==> src/rtl/div_pkg.sv <==
// div_pkg: shared definitions for the sequential divider.
//   DIV_WIDTH   default operand/result width (also the iteration count)
//   DIV_CNT_W   iteration-counter width for the default width
//   div_state_e FSM state encoding
package div_pkg;

   localparam int unsigned DIV_WIDTH = 16;
   localparam int unsigned DIV_CNT_W = $clog2(DIV_WIDTH);

   typedef enum logic [1:0] {
      ST_IDLE = 2'd0,
      ST_RUN  = 2'd1,
      ST_DONE = 2'd2
   } div_state_e;

endpackage : div_pkg

==> src/rtl/div_step.sv <==
// div_step: one combinational restoring-division iteration.
//   p_i       partial remainder (always < divisor, so its top bit is implicit 0)
//   q_i       dividend/quotient shift register
//   d_i       divisor magnitude
//   p_next_c  partial remainder after this iteration
//   q_next_c  shift register after this iteration (new quotient bit in LSB)
module div_step
   import div_pkg::*;
#(
   parameter int unsigned WIDTH = DIV_WIDTH
) (
   input  logic [WIDTH-1:0] p_i,
   input  logic [WIDTH-1:0] q_i,
   input  logic [WIDTH-1:0] d_i,
   output logic [WIDTH-1:0] p_next_c,
   output logic [WIDTH-1:0] q_next_c
);

   logic [WIDTH:0] p_sh_c;
   logic [WIDTH:0] t_c;

   // Shift in the next dividend bit, trial-subtract, restore on borrow.
   always_comb begin
      p_sh_c   = {p_i, q_i[WIDTH-1]};
      t_c      = p_sh_c - {1'b0, d_i};
      p_next_c = p_sh_c[WIDTH-1:0];
      q_next_c = {q_i[WIDTH-2:0], 1'b0};
      if (!t_c[WIDTH]) begin
         p_next_c = t_c[WIDTH-1:0];
         q_next_c = {q_i[WIDTH-2:0], 1'b1};
      end
   end

endmodule : div_step

==> src/rtl/div_unit.sv <==
// div_unit: iterative 16-bit restoring divider (one quotient bit per cycle).
//   clk, rst_n   clock, asynchronous active-low reset
//   start        launch request, accepted only in IDLE
//   dividend     numerator, sampled on the accepting edge
//   divisor      denominator, sampled on the accepting edge
//   is_signed    two's-complement mode (only with DIV_SIGNED_EN defined)
//   busy         division in progress
//   done         one-cycle result-valid pulse
//   quotient     result quotient, held until the next done
//   remainder    result remainder, held until the next done
//   div_by_zero  divisor was zero, held with the results
//   overflow     signed -2^(W-1) / -1, held with the results
// Build option: DIV_SIGNED_EN enables signed division; otherwise all
// division is unsigned, is_signed is ignored and overflow is always 0.
module div_unit
   import div_pkg::*;
#(
   parameter int unsigned WIDTH = DIV_WIDTH
) (
   input  logic             clk,
   input  logic             rst_n,
   input  logic             start,
   input  logic [WIDTH-1:0] dividend,
   input  logic [WIDTH-1:0] divisor,
   input  logic             is_signed,
   output logic             busy,
   output logic             done,
   output logic [WIDTH-1:0] quotient,
   output logic [WIDTH-1:0] remainder,
   output logic             div_by_zero,
   output logic             overflow
);

   localparam int unsigned CNT_W = $clog2(WIDTH);

   div_state_e       state_q, state_d;
   logic [CNT_W-1:0] cnt_q, cnt_d;
   logic [WIDTH-1:0] p_q, p_d;
   logic [WIDTH-1:0] q_q, q_d;
   logic [WIDTH-1:0] d_q, d_d;
   logic             dbz_pend_q, dbz_pend_d;
   logic             busy_q, busy_d;
   logic             done_q, done_d;
   logic [WIDTH-1:0] quo_q, quo_d;
   logic [WIDTH-1:0] rem_q, rem_d;
   logic             dbz_q, dbz_d;
   logic             ovf_q, ovf_d;

   logic [WIDTH-1:0] step_p_c, step_q_c;
   logic [WIDTH-1:0] dd_mag_c, dv_mag_c;
   logic [WIDTH-1:0] quo_res_c, rem_res_c;
   logic             ovf_c;

`ifdef DIV_SIGNED_EN
   logic             ovf_pend_q, ovf_pend_d;
   logic             neg_quo_q, neg_quo_d;
   logic             neg_rem_q, neg_rem_d;
   logic             dd_neg_c, dv_neg_c;

   // Operand magnitudes at start; result signs reapplied on the output load.
   always_comb begin
      dd_neg_c  = is_signed & dividend[WIDTH-1];
      dv_neg_c  = is_signed & divisor[WIDTH-1];
      dd_mag_c  = dd_neg_c ? (~dividend + WIDTH'(1)) : dividend;
      dv_mag_c  = dv_neg_c ? (~divisor + WIDTH'(1)) : divisor;
      ovf_c     = is_signed && (dividend == {1'b1, {(WIDTH-1){1'b0}}}) && (divisor == '1);
      quo_res_c = neg_quo_q ? (~q_q + WIDTH'(1)) : q_q;
      rem_res_c = neg_rem_q ? (~p_q + WIDTH'(1)) : p_q;
   end
`else
   logic unused_is_signed;
   assign unused_is_signed = is_signed;

   always_comb begin
      dd_mag_c  = dividend;
      dv_mag_c  = divisor;
      ovf_c     = 1'b0;
      quo_res_c = q_q;
      rem_res_c = p_q;
   end
`endif

   div_step #(
      .WIDTH    (WIDTH)
   ) u_step (
      .p_i      (p_q),
      .q_i      (q_q),
      .d_i      (d_q),
      .p_next_c (step_p_c),
      .q_next_c (step_q_c)
   );

   // Next-state, datapath and output-register logic.
   always_comb begin
      state_d    = state_q;
      cnt_d      = cnt_q;
      p_d        = p_q;
      q_d        = q_q;
      d_d        = d_q;
      dbz_pend_d = dbz_pend_q;
      done_d     = 1'b0;
      quo_d      = quo_q;
      rem_d      = rem_q;
      dbz_d      = dbz_q;
      ovf_d      = ovf_q;
`ifdef DIV_SIGNED_EN
      ovf_pend_d = ovf_pend_q;
      neg_quo_d  = neg_quo_q;
      neg_rem_d  = neg_rem_q;
`endif
      unique case (state_q)
         ST_IDLE: begin
            if (start) begin
               cnt_d = '0;
               p_d   = '0;
               if (divisor == '0) begin
                  // Raw dividend is kept for the divide-by-zero remainder.
                  state_d    = ST_DONE;
                  q_d        = dividend;
                  d_d        = '0;
                  dbz_pend_d = 1'b1;
`ifdef DIV_SIGNED_EN
                  ovf_pend_d = 1'b0;
                  neg_quo_d  = 1'b0;
                  neg_rem_d  = 1'b0;
`endif
               end else begin
                  state_d    = ST_RUN;
                  q_d        = dd_mag_c;
                  d_d        = dv_mag_c;
                  dbz_pend_d = 1'b0;
`ifdef DIV_SIGNED_EN
                  ovf_pend_d = ovf_c;
                  neg_quo_d  = dd_neg_c ^ dv_neg_c;
                  neg_rem_d  = dd_neg_c;
`endif
               end
            end
         end
         ST_RUN: begin
            p_d   = step_p_c;
            q_d   = step_q_c;
            cnt_d = cnt_q + CNT_W'(1);
            if (cnt_q == CNT_W'(WIDTH - 1)) begin
               state_d = ST_DONE;
            end
         end
         ST_DONE: begin
            // Final cycle: every result output is rewritten with the pulse.
            state_d = ST_IDLE;
            done_d  = 1'b1;
            if (dbz_pend_q) begin
               quo_d = '1;
               rem_d = q_q;
               dbz_d = 1'b1;
               ovf_d = 1'b0;
            end else begin
               quo_d = quo_res_c;
               rem_d = rem_res_c;
               dbz_d = 1'b0;
`ifdef DIV_SIGNED_EN
               ovf_d = ovf_pend_q;
`else
               ovf_d = ovf_c;
`endif
            end
         end
         default: begin
            state_d = ST_IDLE;
         end
      endcase
      // Busy covers the iterations and the finishing cycle of a real division.
      busy_d = (state_d == ST_RUN) || ((state_q == ST_RUN) && (state_d == ST_DONE));
   end

   always_ff @(posedge clk or negedge rst_n) begin
      if (!rst_n) begin
         state_q    <= ST_IDLE;
         cnt_q      <= '0;
         p_q        <= '0;
         q_q        <= '0;
         d_q        <= '0;
         dbz_pend_q <= 1'b0;
         busy_q     <= 1'b0;
         done_q     <= 1'b0;
         quo_q      <= '0;
         rem_q      <= '0;
         dbz_q      <= 1'b0;
         ovf_q      <= 1'b0;
`ifdef DIV_SIGNED_EN
         ovf_pend_q <= 1'b0;
         neg_quo_q  <= 1'b0;
         neg_rem_q  <= 1'b0;
`endif
      end else begin
         state_q    <= state_d;
         cnt_q      <= cnt_d;
         p_q        <= p_d;
         q_q        <= q_d;
         d_q        <= d_d;
         dbz_pend_q <= dbz_pend_d;
         busy_q     <= busy_d;
         done_q     <= done_d;
         quo_q      <= quo_d;
         rem_q      <= rem_d;
         dbz_q      <= dbz_d;
         ovf_q      <= ovf_d;
`ifdef DIV_SIGNED_EN
         ovf_pend_q <= ovf_pend_d;
         neg_quo_q  <= neg_quo_d;
         neg_rem_q  <= neg_rem_d;
`endif
      end
   end

   assign busy        = busy_q;
   assign done        = done_q;
   assign quotient    = quo_q;
   assign remainder   = rem_q;
   assign div_by_zero = dbz_q;
   assign overflow    = ovf_q;

endmodule : div_unit
==> config.mk <==
export PLATFORM = sky130hd
export DESIGN_NAME = div_unit
export DESIGN_NICKNAME = d
export VERILOG_FILES = /design/src/rtl/div_pkg.sv /design/src/rtl/div_step.sv /design/src/rtl/div_unit.sv
export SDC_FILE = /design/constraint.sdc
export NUM_CORES = 1
export LEC_CHECK = 0
export CAP_MARGIN = 15
export CORE_ASPECT_RATIO = 0.9
export CORE_MARGIN = 4
export CORE_UTILIZATION = 55
export DETAILED_ROUTE_END_ITERATION = 12
export DONT_BUFFER_PORTS = 1
export GPL_TIMING_DRIVEN = 0
export PLACE_DENSITY = 0.7
export SLEW_MARGIN = 30
export SYNTH_ARGS = -nofsm -noshare
export SYNTH_HDL_FRONTEND = slang
export SYNTH_SLANG_ARGS = --single-unit
==> constraint.sdc <==
create_clock -name clk -period 3.85 [get_ports clk]
set_clock_uncertainty 0.2 [all_clocks]
set_input_delay 0.77 -clock clk [delete_from_list [all_inputs] [get_ports clk]]
set_output_delay 0.77 -clock clk [all_outputs]
set_load 0.1 [all_outputs]
==> summary by stage <==
Run status
The run finished with clean final reports.

Worst setup path
The type of the worst setup path is reg2reg. The nature of the critical path endpoint is a flip-flop. In this run the critical register-to-register path is captured at p_q[9]$_DFFE_PN0P_. The data arrival time at the worst-slack endpoint is 3250 ps. The kind of cell with the highest combined delay along the critical path is compound AO/OA/AOI/OAI gates. Counting both buffers and inverters, the worst setup path holds a total of 3.

The worst register-to-register path begins at q_q[15]$_DFFE_PN0P_. The maximum fanout along the worst path is 10. The stage delay of the slowest cell on the critical path is 420 ps.

The critical path goes through inv_1 -> ha_1 -> inv_1 -> fa_1 -> a21o_1 -> a22oi_2 -> a21oi_4 -> a21o_4 -> xor2_4 -> buf_6 -> mux2i_1 -> o21ai_1. In this design, the critical path's most frequently occurring cell is sky130_fd_sc_hd__inv_1. Measured in cells, the most critical reg-to-reg path has a length of 12. The data required time at the worst endpoint is 3870 ps.

The critical path starts at q_q[15]$_DFFE_PN0P_. On the critical path, the stage with the largest delay is an instance of sky130_fd_sc_hd__dfrtp_1. The reg-to-reg setup timing slack is 630 ps. STA classifies the critical path startpoint as a flip-flop.

STA
The number of pins with negative max-slew slack in the final report is 0. The final-report hold violation count was 0. In the finished design, the share of the clock period the worst path needs comes to 83.67%. Measured against its own limit, the worst slew margin works out to 38.35%. The final setup violation count is 0. Static timing analysis puts the maximum clock frequency at 310.4 MHz.

Setup repair after global routing left no endpoint under its margin. For the final routed database, the setup TNS stands at 0 ps. For the pin with the worst max-slew slack, the measured transition is 924.8 ps. Counting I/O delays and the setup requirement, the final critical path takes 3221 ps.

Place
The congestion estimate from routability-driven global placement came to 0.8311. The cell area after placement is 4866 µm². The count of placed standard cells including taps is 614. The quantity of I/O buffers inserted on ports is 0. The half-perimeter wire length after placement is 8266 µm.

Final layout
The cell area after layout is 5107 µm². The filler cells instantiated in the layout total 715. Cells with a size suffix above 1 make up 5.631% of the layout. The area growth from synthesis to layout is 8.161%. Excluding fillers, the count of instances in the completed layout stands at 630. For this run, the post-layout net count is 565.

The library cells used most frequently in the layout, excluding fill and tap cells, are sky130_fd_sc_hd__dfrtp_1, sky130_fd_sc_hd__o21ai_0, sky130_fd_sc_hd__nand2_1. Cells fill 62.11% of the core in the end. 0 antenna diodes ended up in the layout. The most common library cell in the layout ignoring fill and taps is sky130_fd_sc_hd__dfrtp_1.

Min path
The worst hold path belongs to the class in2async.

Drt
The number of remaining DRC errors is 0. After detailed routing, the number of vias per cell comes to 5.957. For this block, the routed nets add up to 11320 µm of wire. The remaining antenna violation count after routing is 0. The first-pass detailed-route iteration total is 5. The detailed-route via count is 3753. Dividing the detail-routed wire length by the instance count gives 17.97 µm. The detailed router's first-iteration violation count is 242.

Floorplan
For this configuration, the core starts out at a cell density of 57.43%. The row count is 31. The horizontal die dimension is 105.7 µm.

After floorplanning, the core was sized to cover 8223 µm². 72 I/O pins were placed. The die is 95.91 µm tall. The total die area is 10130 µm².

Synth
The number of distinct standard cells referenced by the synthesized netlist is 54. The summed instance area of the synthesized netlist is 4722 µm². The register area share after synthesis is 47.69%. Counting every net in the synthesized netlist gives 553. The number of synthesized register bits is 90. In the synthesized netlist the dominant register cell turns out to be sky130_fd_sc_hd__dfrtp_1. The synthesized instance count is 499.

Yosys printed 0 warnings. The synthesized area per cell is 9.463 µm². Of all flip-flops after synthesis, the portion carrying an async set or reset was 100.0%.

The number of enable-type register cells in the synthesized netlist is 0.

Clock tree
The clock sink count is 90. The total clock buffers created by CTS is 9. After clock tree synthesis, the clock-pin slew on the worst setup and hold paths is 90 ps.

Gates resized during post-CTS repair numbered 0. In this run the number of H-tree levels came out at 3. The tree is rooted in a sky130_fd_sc_hd__clkbuf_8. The clock latency on the worst-skew pair is 360 ps. The buffer depth of the longest clock path is 2. TritonCTS built the clock tree.

Global routing
The number of antenna violations at the first check in global routing came to 0. Entering global routing, the biggest net connects 91 pins. The first-pass GRT wire length is 18600 µm.

The number of global-route vias before repair came to 3696. For this run the aggregate overflow at the end of global routing stands at 0. For this run, the total global-route usage over all layers was measured as 23.33%.

Flow run
The tool flagged a number of max-cap violations equal to 0.
## final cells by class
| type | count | area, µm² | share of cell area [%] |
|---|---|---|---|
| Tap cell | 115 | 143.9 | 2.817 |
| Inverter | 20 | 75.07 | 1.470 |
| Clock buffer | 9 | 123.9 | 2.425 |
| Buffer | 30 | 132.6 | 2.597 |
| Clock inverter | 6 | 90.09 | 1.764 |
| Multi-Input combinational cell | 359 | 2262 | 44.29 |
| Timing Repair Buffer | 1 | 27.53 | 0.5390 |
| Sequential cell | 90 | 2252 | 44.10 |
## cells in the mapped netlist, types with 3 or more instances
library cell,n,area (µm²)
sky130_fd_sc_hd__a21o_1,7,52.55
sky130_fd_sc_hd__nand3_1,4,20.02
sky130_fd_sc_hd__nand2_1,73,274.0
sky130_fd_sc_hd__nand2b_1,3,18.77
sky130_fd_sc_hd__o21ai_0,79,395.4
sky130_fd_sc_hd__xor2_1,4,35.03
sky130_fd_sc_hd__a22oi_1,16,120.1
sky130_fd_sc_hd__mux2i_1,30,300.3
sky130_fd_sc_hd__o21ai_1,9,45.04
sky130_fd_sc_hd__nor2_1,24,90.09
sky130_fd_sc_hd__a21oi_1,19,95.09
sky130_fd_sc_hd__and3_1,3,18.77
sky130_fd_sc_hd__dfrtp_1,90,2252
sky130_fd_sc_hd__clkbuf_1,24,90.09
sky130_fd_sc_hd__xnor2_1,8,70.07
sky130_fd_sc_hd__ha_1,17,212.7
sky130_fd_sc_hd__inv_1,20,75.07
sky130_fd_sc_hd__nor3_1,3,15.01
sky130_fd_sc_hd__nor4_1,4,25.02
sky130_fd_sc_hd__nand4_1,3,18.77
sky130_fd_sc_hd__nor2b_1,19,118.9
## worst max path at each step
stage	slack, ps	to	depth (start not counted)
finish	630	p_q[9]$_DFFE_PN0P_	12
global route	410	p_q[8]$_DFFE_PN0P_	12
CTS	620	p_q[9]$_DFFE_PN0P_	12
detailed placement	670	p_q[8]$_DFFE_PN0P_	12
global placement	680	p_q[9]$_DFFE_PN0P_	12
floorplan	1010	p_q[10]$_DFFE_PN0P_	12
## state kept, by name (all words and copies together), names as in the netlist
signal,cells
quotient,16
cnt_q,4
q_q,16
d_q,16
state_q,2
dbz_pend_q,1
remainder,16
p_q,16
busy,1
done,1
div_by_zero,1
## metal layers
metal  GRT usage (%)  part of all wire [%]  vias to the layer above
met2           37.31                    48                       90
met1           31.37                    45                     1882
li1                -                     -                     1767
met4           6.472                   1.6                        0
met3           6.841                   5.6                       14
met5               0                     0                        -
## stage by stage
stage	hold slack, ps	setup slack [ps]
global route	127.4	411.0
floorplan	249.7	1008
CTS	139.4	623.2
finish	130.1	628.6
detailed placement	278.4	670.4
global placement	267.1	682.3
## what timing repair did
action                                 CTS  global route
hold buffers                             1             0
setup buffers                            0             0
endpoints found under the hold margin   90             0
## cells by family (layout without fill, tap and decap cells)
logic type	after synthesis	after routing	share of synthesized area, %
AND/OR/NAND/NOR	144	144	14.07
adder cells (fa/ha/maj)	18	18	4.928
other	1	1	0.07942
AO/OA/AOI/OAI	152	152	19.42
buffers and inverters	50	66	4.399
XOR/XNOR	13	13	2.809
flip-flops	90	90	47.69
multiplexers	31	31	6.598
Power is left out: the tool's default activity adds up to more than one toggle a clock period on the data nets, which glitch-free logic cannot reach.
